`src/rtl/mul_div_seq.sv`:
```
// mul_div_seq: iterative 32-step multiply/divide unit for the EX stage.
// Owns HI/LO and stalls ID/EX while an operation is in flight.

module ALU_32bit (
  input  logic [31:0] a,
  input  logic [31:0] b,
  input  logic [1:0]  alu_op,
  input  logic        invert_b,
  input  logic        carry_in,
  output logic [31:0] result,
  output logic        carry_out
);

  localparam logic [1:0] OP_AND = 2'b00;
  localparam logic [1:0] OP_OR  = 2'b01;
  localparam logic [1:0] OP_ADD = 2'b10;
  localparam logic [1:0] OP_XOR = 2'b11;

  logic [31:0] bx;
  logic [31:0] sum;
  logic        c;

  // condition B so add with carry_in=1 performs a - b
  always_comb begin
    bx = invert_b ? ~b : b;
  end

  // ripple-carry adder; final carry is the "no borrow" flag on subtract
  always_comb begin
    c   = carry_in;
    sum = '0;
    for (int i = 0; i < 32; i++) begin
      sum[i] = a[i] ^ bx[i] ^ c;
      c      = (a[i] & bx[i]) | (c & (a[i] ^ bx[i]));
    end
    carry_out = c;
  end

  // function select
  always_comb begin
    result = '0;
    case (alu_op)
      OP_AND:  result = a & bx;
      OP_OR:   result = a | bx;
      OP_ADD:  result = sum;
      OP_XOR:  result = a ^ bx;
      default: result = '0;
    endcase
  end

endmodule

module mul_div_seq (
  input  logic        clk,
  input  logic        rst_n,
  input  logic        start,
  input  logic [1:0]  op,
  input  logic [31:0] srcA,
  input  logic [31:0] srcB,
  input  logic        flush,
  output logic        busy,
  output logic        stall,
  output logic        done,
  output logic [31:0] hi,
  output logic [31:0] lo
);

  typedef enum logic [2:0] {
    S_IDLE,
    S_PREP,
    S_CALC,
    S_FIX,
    S_DONE
  } state_t;

  localparam logic [1:0] ALU_ADD = 2'b10;

  state_t      state;
  logic [1:0]  op_q;
  logic [31:0] a_q;
  logic [31:0] b_q;
  logic [31:0] operand;
  logic [63:0] work;
  logic [4:0]  count;
  logic        neg_lo;
  logic        neg_hi;

  logic        is_div;
  logic        is_sgn;
  logic        accept;
  logic [31:0] abs_a;
  logic [31:0] abs_b;

  logic [31:0] alu_a;
  logic [31:0] alu_res;
  logic        alu_inv;
  logic        alu_cout;

  logic        take;
  logic [63:0] step_nxt;

  logic [63:0] prod;
  logic [31:0] quo;
  logic [31:0] rem;
  logic [31:0] fix_hi;
  logic [31:0] fix_lo;

  // hold ID/EX while busy and in the cycle a new op is requested
  assign stall = busy | (start & ~busy);

  // decode latched op and form operand magnitudes
  always_comb begin
    is_div = op_q[1];
    is_sgn = ~op_q[0];
    abs_a  = (is_sgn & a_q[31]) ? (~a_q + 32'd1) : a_q;
    abs_b  = (is_sgn & b_q[31]) ? (~b_q + 32'd1) : b_q;
  end

  // a new request is taken in IDLE (unless flushed) or in DONE
  always_comb begin
    accept = 1'b0;
    unique case (state)
      S_IDLE:  accept = start & ~flush;
      S_DONE:  accept = start;
      default: accept = 1'b0;
    endcase
  end

  // ALU operands: add multiplicand, or subtract divisor from shifted rem
  always_comb begin
    alu_a   = is_div ? work[62:31] : work[63:32];
    alu_inv = is_div;
  end

  ALU_32bit u_alu (
    .a         (alu_a),
    .b         (operand),
    .alu_op    (ALU_ADD),
    .invert_b  (alu_inv),
    .carry_in  (alu_inv),
    .result    (alu_res),
    .carry_out (alu_cout)
  );

  // one shift-add or restoring shift-subtract iteration
  always_comb begin
    take     = work[63] | alu_cout;
    step_nxt = work;
    if (is_div) begin
      if (take) begin
        step_nxt = {alu_res, work[30:0], 1'b1};
      end else begin
        step_nxt = {work[62:0], 1'b0};
      end
    end else begin
      if (work[0]) begin
        step_nxt = {alu_cout, alu_res, work[31:1]};
      end else begin
        step_nxt = {1'b0, work[63:32], work[31:1]};
      end
    end
  end

  // sign correction and divide-by-zero override
  always_comb begin
    prod   = neg_lo ? (~work + 64'd1) : work;
    quo    = neg_lo ? (~work[31:0] + 32'd1) : work[31:0];
    rem    = neg_hi ? (~work[63:32] + 32'd1) : work[63:32];
    fix_hi = prod[63:32];
    fix_lo = prod[31:0];
    if (is_div) begin
      if (b_q == 32'd0) begin
        fix_hi = a_q;
        fix_lo = 32'hFFFF_FFFF;
      end else begin
        fix_hi = rem;
        fix_lo = quo;
      end
    end
  end

  // sequencer with registered busy/done and HI/LO
  always_ff @(posedge clk or negedge rst_n) begin
    if (!rst_n) begin
      state   <= S_IDLE;
      busy    <= 1'b0;
      done    <= 1'b0;
      hi      <= '0;
      lo      <= '0;
      count   <= '0;
      work    <= '0;
      operand <= '0;
      op_q    <= '0;
      a_q     <= '0;
      b_q     <= '0;
      neg_lo  <= 1'b0;
      neg_hi  <= 1'b0;
    end else begin
      done <= 1'b0;
      unique case (state)
        S_IDLE, S_DONE: begin
          if (accept) begin
            op_q  <= op;
            a_q   <= srcA;
            b_q   <= srcB;
            busy  <= 1'b1;
            state <= S_PREP;
          end else begin
            state <= S_IDLE;
          end
        end
        S_PREP: begin
          if (flush) begin
            busy  <= 1'b0;
            state <= S_IDLE;
          end else begin
            operand <= is_div ? abs_b : abs_a;
            work    <= {32'd0, is_div ? abs_a : abs_b};
            neg_lo  <= is_sgn & (a_q[31] ^ b_q[31]);
            neg_hi  <= is_sgn &
                       (is_div ? a_q[31]
                               : (a_q[31] ^ b_q[31]));
            count   <= 5'd31;
            state   <= S_CALC;
          end
        end
        S_CALC: begin
          if (flush) begin
            busy  <= 1'b0;
            state <= S_IDLE;
          end else begin
            work <= step_nxt;
            if (count == 5'd0) begin
              state <= S_FIX;
            end else begin
              count <= count - 5'd1;
            end
          end
        end
        S_FIX: begin
          if (flush) begin
            busy  <= 1'b0;
            state <= S_IDLE;
          end else begin
            hi    <= fix_hi;
            lo    <= fix_lo;
            busy  <= 1'b0;
            done  <= 1'b1;
            state <= S_DONE;
          end
        end
        default: begin
          busy  <= 1'b0;
          state <= S_IDLE;
        end
      endcase
    end
  end

endmodule

```
`config.mk`:
```
export PLATFORM = sky130hd
export DESIGN_NAME = mul_div_seq
export DESIGN_NICKNAME = d
export VERILOG_FILES = /design/src/rtl/mul_div_seq.sv
export SDC_FILE = /design/constraint.sdc
export NUM_CORES = 1
export LEC_CHECK = 0
export CAP_MARGIN = 0
export CORE_MARGIN = 2
export CORE_UTILIZATION = 40
export DETAILED_ROUTE_END_ITERATION = 12
export DONT_BUFFER_PORTS = 1
export MAX_ROUTING_LAYER = met4
export SLEW_MARGIN = 20
export SYNTH_ARGS = -nofsm -noshare
export SYNTH_HDL_FRONTEND = slang
export SYNTH_HIERARCHICAL = 1
export SYNTH_SLANG_ARGS = --single-unit
```
`constraint.sdc`:
```
create_clock -name clk -period 21.8 [get_ports clk]
set_input_delay 4.36 -clock clk [delete_from_list [all_inputs] [get_ports clk]]
set_output_delay 4.36 -clock clk [all_outputs]
set_load 0.03 [all_outputs]
```
# Word level (Yosys, flattened, before mapping)
# Cells that the tools add are included.
[word_totals]
word_cells = 255
reg_bits = 238
input_bits = 70
[op_classes]
bitwise = 178
reduce_logical = 12
addsub = 6
n_eq_ne = 10
mux = 36
[ops]
columns = ["operator", "count"]
rows = [
  ["$mux 32", 12],
  ["$mux 64", 6],
  ["$not 32->32", 5],
  ["$add 32x1->32 const B", 4],
  ["$pmux 64 s2", 1],
  ["$and 1x1->1", 70],
  ["$xor 1x1->1", 65],
  ["$add 64x1->64 const B", 1],
  ["$not 64->64", 1],
  ["$or 1x1->1", 34],
  ["$logic_not 32->1", 1],
  ["$mux 5", 3],
  ["$pmux 3 s4", 1],
  ["$pmux 5 s2", 1],
  ["$mux 3", 3],
  ["$ne 2x2->1 const B", 4],
  ["$reduce_and 2->1", 4],
  ["$eq 3x2->1 const B", 2],
  ["$mux 1", 6],
  ["$logic_not 5->1", 1],
  ["$sub 5x1->5 const B", 1],
  ["$pmux 1 s2", 2],
  ["$reduce_and 4->1", 1],
  ["$reduce_or 2->1", 2],
  ["9 further kinds", 11],
]

# Depth between registers and ports, before layout
[logic_depth]
ltp_word = 72
depth_mapped = 48
mapped_depth_nobuf = 43

# Cells and area by module
# Netlist, hierarchy kept.
[modules_own_cells]
columns = ["module", "area_per_inst_um2", "cells_each", "seq_area_each_um2", "instances"]
rows = [
  ["mul_div_seq", 15197.1, 1682, 5955.7, 1],
  ["ALU_32bit", 2960.3, 274, 0.0, 1],
]

# Least setup slack after synthesis
# OpenSTA, ideal clock, no wires.
[synth_path]
path_type = "register -> register"
from = "register op_q[1]"
to = "register work[37]"
slack_ps = 6736
path_buffers = 5
arrival_time_ps = 14931
required_time_ps = 21667
path_stages_with_launch = 47
path_cell_list = "dfrtp_1 > clkbuf_1 > clkbuf_1 > clkbuf_1 > clkbuf_1 > o21ai_0 > fa_1 > fa_1 > fa_1 > fa_1 > fa_1 > fa_1 > fa_1 > fa_1 > fa_1 > fa_1 > fa_1 > fa_1 > [11 not listed] > fa_1 > fa_1 > fa_1 > fa_1 > fa_1 > fa_1 > inv_1 > fa_1 > inv_1 > fa_1 > inv_1 > fa_1 > inv_1 > nor2_1 > clkbuf_1 > mux2_2 > a21oi_1 > o21ai_0"
[synth_via]
elab_chain_len = 71
word_cells_on_any_way = 138
classes_between = "mux: 7; bitwise: 131"
[synth_rtl]
columns = ["element", "line", "text"]
rows = [
  ["from (decl)", "79", "logic [1:0] op_q;"],
  ["from (signal assigned)", "203", "op_q <= op;"],
  ["$mux 32 (*)", "131", "alu_a = is_div ? work[62:31] : work[63:32];"],
  ["named net alu_a[0]", "94", "logic [31:0] alu_a;"],
  ["$xor 1x1->1", "34", "c = (a[i] & bx[i]) | (c & (a[i] ^ bx[i]));"],
  ["$and 1x1->1", "34", ""],
  ["$or 1x1->1 (*)", "34", ""],
  ["$and 1x1->1 (*)", "34", ""],
  ["$or 1x1->1 (*)", "34", ""],
  ["$and 1x1->1 (*)", "34", ""],
  ["[57 not listed]", "--", ""],
  ["$and 1x1->1 (*)", "34", ""],
  ["$or 1x1->1 (*)", "34", ""],
  ["named net alu_cout", "97", "logic alu_cout;"],
  ["$or 1x1->1 (*)", "147", "take = work[63] | alu_cout;"],
  ["$mux 64 (*)", "150", "if (take) begin"],
  ["$mux 64 (*)", "149", "if (is_div) begin"],
  ["$mux 64 (*)", "228", "if (flush) begin"],
  ["$pmux 64 s2 (*)", "200", "unique case (state)"],
  ["to (signal assigned)", "218", "work <= {32'd0, is_div ? abs_a : abs_b};"],
  ["to (signal assigned)", "232", "work <= step_nxt;"],
  ["to (decl)", "83", "logic [63:0] work;"],
]
# Mark *: on every way through the listed nets, which the timed path passes. The rest lies on a longest branch. The select of a mux whose other input is x is not followed.
# A chain may end at the register's enable or synchronous reset.

# Worst setup path in the final report
[layout_path]
from = "register op_q[1]"
to = "register work[43]"
# Same word-level chain as after synthesis.

==> flow_metrics.tcl <==
set metrics [dict create \
    power.share.sequential_pct 31.3 \
    power_switching_w 0.00177 \
    pin_count_of_the_biggest_net_entering_global_routing 239 \
    postSynthCellCount 1956 \
    io_pins 137 \
    detail_route.iter0.violations 1661 \
    ys_ff_latch 238 \
    post_synth_instance_area_um2 18200 \
    cts_made_buffers 28 \
    netlist-cell-type-count 70 \
    netlist_top_cells_area "sky130_fd_sc_hd__dfrtp_1 (33%), sky130_fd_sc_hd__mux2_2 (7.4%), sky130_fd_sc_hd__xor2_1 (5.6%)" \
    cts.repair.resized 0 \
    cp_data_required_time_ns 22.21 \
    antenna_found_initial 4 \
    vdd_ir_drop_max_mv 0.101 \
    aggregate_global_routing_overflow 0 \
    drt.antenna.violating_nets 0 \
    sequential_cell_area_um2 5960 \
    intPower_w 0.00172 \
    use_met1_pct 37.8 \
    chipWidth_um 217 \
    vias 15087 \
    worstSetupPathType "flop to flop" \
    ys_seq_area_share_pct 32.8 \
    area_growth_syn_to_layout_pct 6.73 \
    grt_use_total_pct 25.9 \
    synthTopCellsByCount "sky130_fd_sc_hd__dfrtp_1 (238), sky130_fd_sc_hd__clkbuf_1 (145), sky130_fd_sc_hd__o21ai_0 (145), sky130_fd_sc_hd__nor2_1 (134), sky130_fd_sc_hd__nand2_1 (130)" \
    setup_slack_ns 5.37 \
    power_density_nw_per_um2 180 \
    unrepaired_setup_endpoints_after_global_routing "no" \
    path_common_cell "sky130_fd_sc_hd__fa_1" \
    initial_core_util_pct 40.3 \
    grt_pass1_vias 14366 \
    routabilityCongestion 0.952 \
    power.switching_fraction_pct 50.6 \
    startpoint_type "flop" \
    max_clock_freq_mhz 60.9 \
    share_of_total_power_in_the_clock_network_pct 15.2 \
    post-dp-hpwl_um 42900 \
    power_leakage_nw 8.21 \
    final_min_period_over_clock_period_pct 75.4 \
    synthMostInstantiatedCell "sky130_fd_sc_hd__dfrtp_1" \
    totalNegativeSetupSlack_ns 0 \
    ys_async_sr_fraction_pct 100 \
    final.min_clock_period_ns 16.43 \
    slew_violations 0 \
    num-fill-cells 4404 \
    multi_input_area_um2 11000 \
    grtUsageMet2_pct 37.0 \
    hold_viol_final 0 \
    cts_buffer_depth 3 \
    fp.dieH_um 217 \
    yosys.area.top_type "sky130_fd_sc_hd__dfrtp_1" \
    post_route_cells_drive_above_1_share_pct 13.6 \
    total_power_w 0.00349 \
    drcViolationCount 0 \
    slew_at_the_pin_closest_to_its_max_slew_limit_ns 1.09 \
    dpl-instance-area_um2 18300 \
    placeableCoreArea_um2 45100 \
    clock_tree.root_cell "sky130_fd_sc_hd__clkbuf_16" \
    final_design_area_no_fill_um2 19400 \
    cts.repair_timing.setup_buffer_count 0 \
    max-slew-margin-rel_pct 27.0 \
    hp-class "flop to flop" \
    yosys_warnings 6 \
    clock_insertion_delay_worst_skew_ns 0.58 \
    m3_gr_usage_pct 4.18 \
    vias_per_cell 6.15 \
    setup_violating_endpoint_count_in_the_final_report 0 \
    clock_tree.htree_level_count 1 \
    total_routed_length_um 59500 \
    global_route_wire_length_before_repair_um 91300 \
    synth-main-ff-cell "sky130_fd_sc_hd__dfrtp_1" \
    crit_slowest_cell "sky130_fd_sc_hd__dfrtp_4" \
    max_cap_violations 0 \
    synth_nets 2127 \
    wirelength_per_cell_um 24.2 \
    clk_pin_slew_worst_paths_ns 0.06 \
    synth_area_per_cell_um2 9.28 \
    fin_worst_skew_ns 0.0158 \
    status "completed" \
    design.die.area_um2 47100 \
    layout.nets 2003 \
    rows 78 \
    yosysTopAreaCellShare_pct 32.8 \
    hold_buffers 0 \
    tritoncts_num_sinks 238 \
    post-place-ws_ns 5.50 \
    critPathMaxFanout 56 \
    cts_tree "done" \
    drtPass1Iterations 5 \
    port-buffer-count 0 \
    synth-edff-count 0 \
    cp-end-kind "flop" \
    layer_with_the_highest_usage_after_global_routing "met1" \
    cp_slowest_stage_delay_ns 0.70 \
    power.share.combinational_pct 53.5 \
    critical_path_arrival_ns 16.84 \
]
==> power groups by stage <==
stage | sequential, W | clock (W) | combinational [W]
final | 0.00109 | 0.000530 | 0.00187
after CTS | 0.00108 | 0.000535 | 0.00185
after global routing | 0.00111 | 0.000554 | 0.00207
after detailed placement | 0.00108 | 0 | 0.00184
after floorplan | 0.000858 | 0 | 0.00148
after global placement | 0.00107 | 0 | 0.00177
==> per-layer routing <==
layer  part of all wire [%]  vias up
met4                    2.8        0
li1                       -     6752
met3                    9.2      105
met2                     43      712
met5                      0        -
met1                     45     7518
==> state kept, by name, indices dropped and copies added, names as in the netlist <==
name,flops
neg_lo,1
done,1
b_q,32
lo,32
a_q,32
count,5
work,64
busy,1
operand,32
state,3
hi,32
neg_hi,1
op_q,2
==> final timing paths <==
kind                       startpoint        to  slack [ns]  cells after the start
setup / recovery              op_q[1]  work[43]        5.37                     43
hold reg to reg                neg_lo    neg_lo        0.49                      2
hold / removal                 neg_lo    neg_lo        0.49                      2
setup reg to reg              op_q[1]  work[43]        5.37                     43
max in group asynchronous       rst_n     hi[6]       17.92                      0
min in group asynchronous       rst_n   b_q[20]        3.50                      0
==> final cells by class <==
class | instances | area share, %
multi-input combinational | 1415 | 56.7
sequential | 238 | 30.8
clock buffer | 36 | 4.04
tap | 600 | 3.87
inverter | 124 | 2.40
clock inverter | 15 | 1.25
timing repair buffer | 25 | 0.968
antenna | 1 | 0.0129
==> metrics by stage <==
stage                     utilization [%]  instances  hold slack, ns
after floorplan                         -       1956           0.458
after global placement               40.7       2402           0.469
after detailed placement             40.7       2402           0.480
after CTS                            43.0       2453           0.493
after global routing                 43.0       2453           0.523
final                                43.0       2454           0.493
==> logic make-up after synthesis <==
group | count (synthesis) | synth area share [%]
AOI/OAI and AO/OA | 464 | 16.6
and+or+nand+nor | 460 | 12.1
buffers and inverters | 303 | 6.84
DFF | 238 | 32.8
muxes | 214 | 15.0
xor gates and xnor gates | 174 | 8.39
adders and majority gates | 101 | 8.28
other | 2 | 0.0414
==> worst max-delay path, delay by kind of cell (launching register included) <==
kind / cells / cell delay (ns)
mux: 1 / 0.37
flops: 1 / 0.70
compound gates: 3 / 0.61
fa+ha+maj: 32 / 12.44
simple gates: 1 / 0.64
buf+inv: 6 / 1.44
==> cells in the final DEF, fill, tap and decap left out, drive strengths merged, types with 47 or more instances in the layout <==
master  netlist  final
nand3        54     54
mux2i        61     61
nor2        134    134
o221ai       47     47
mux2        119    119
xor2        117    117
a21oi        97     97
nand2       130    130
inv         124    124
xnor2        57     57
o21ai       145    145
ha           69     69
a31oi        51     51
dfrtp       238    238
Note: power is estimated with default switching activity, not from simulation.
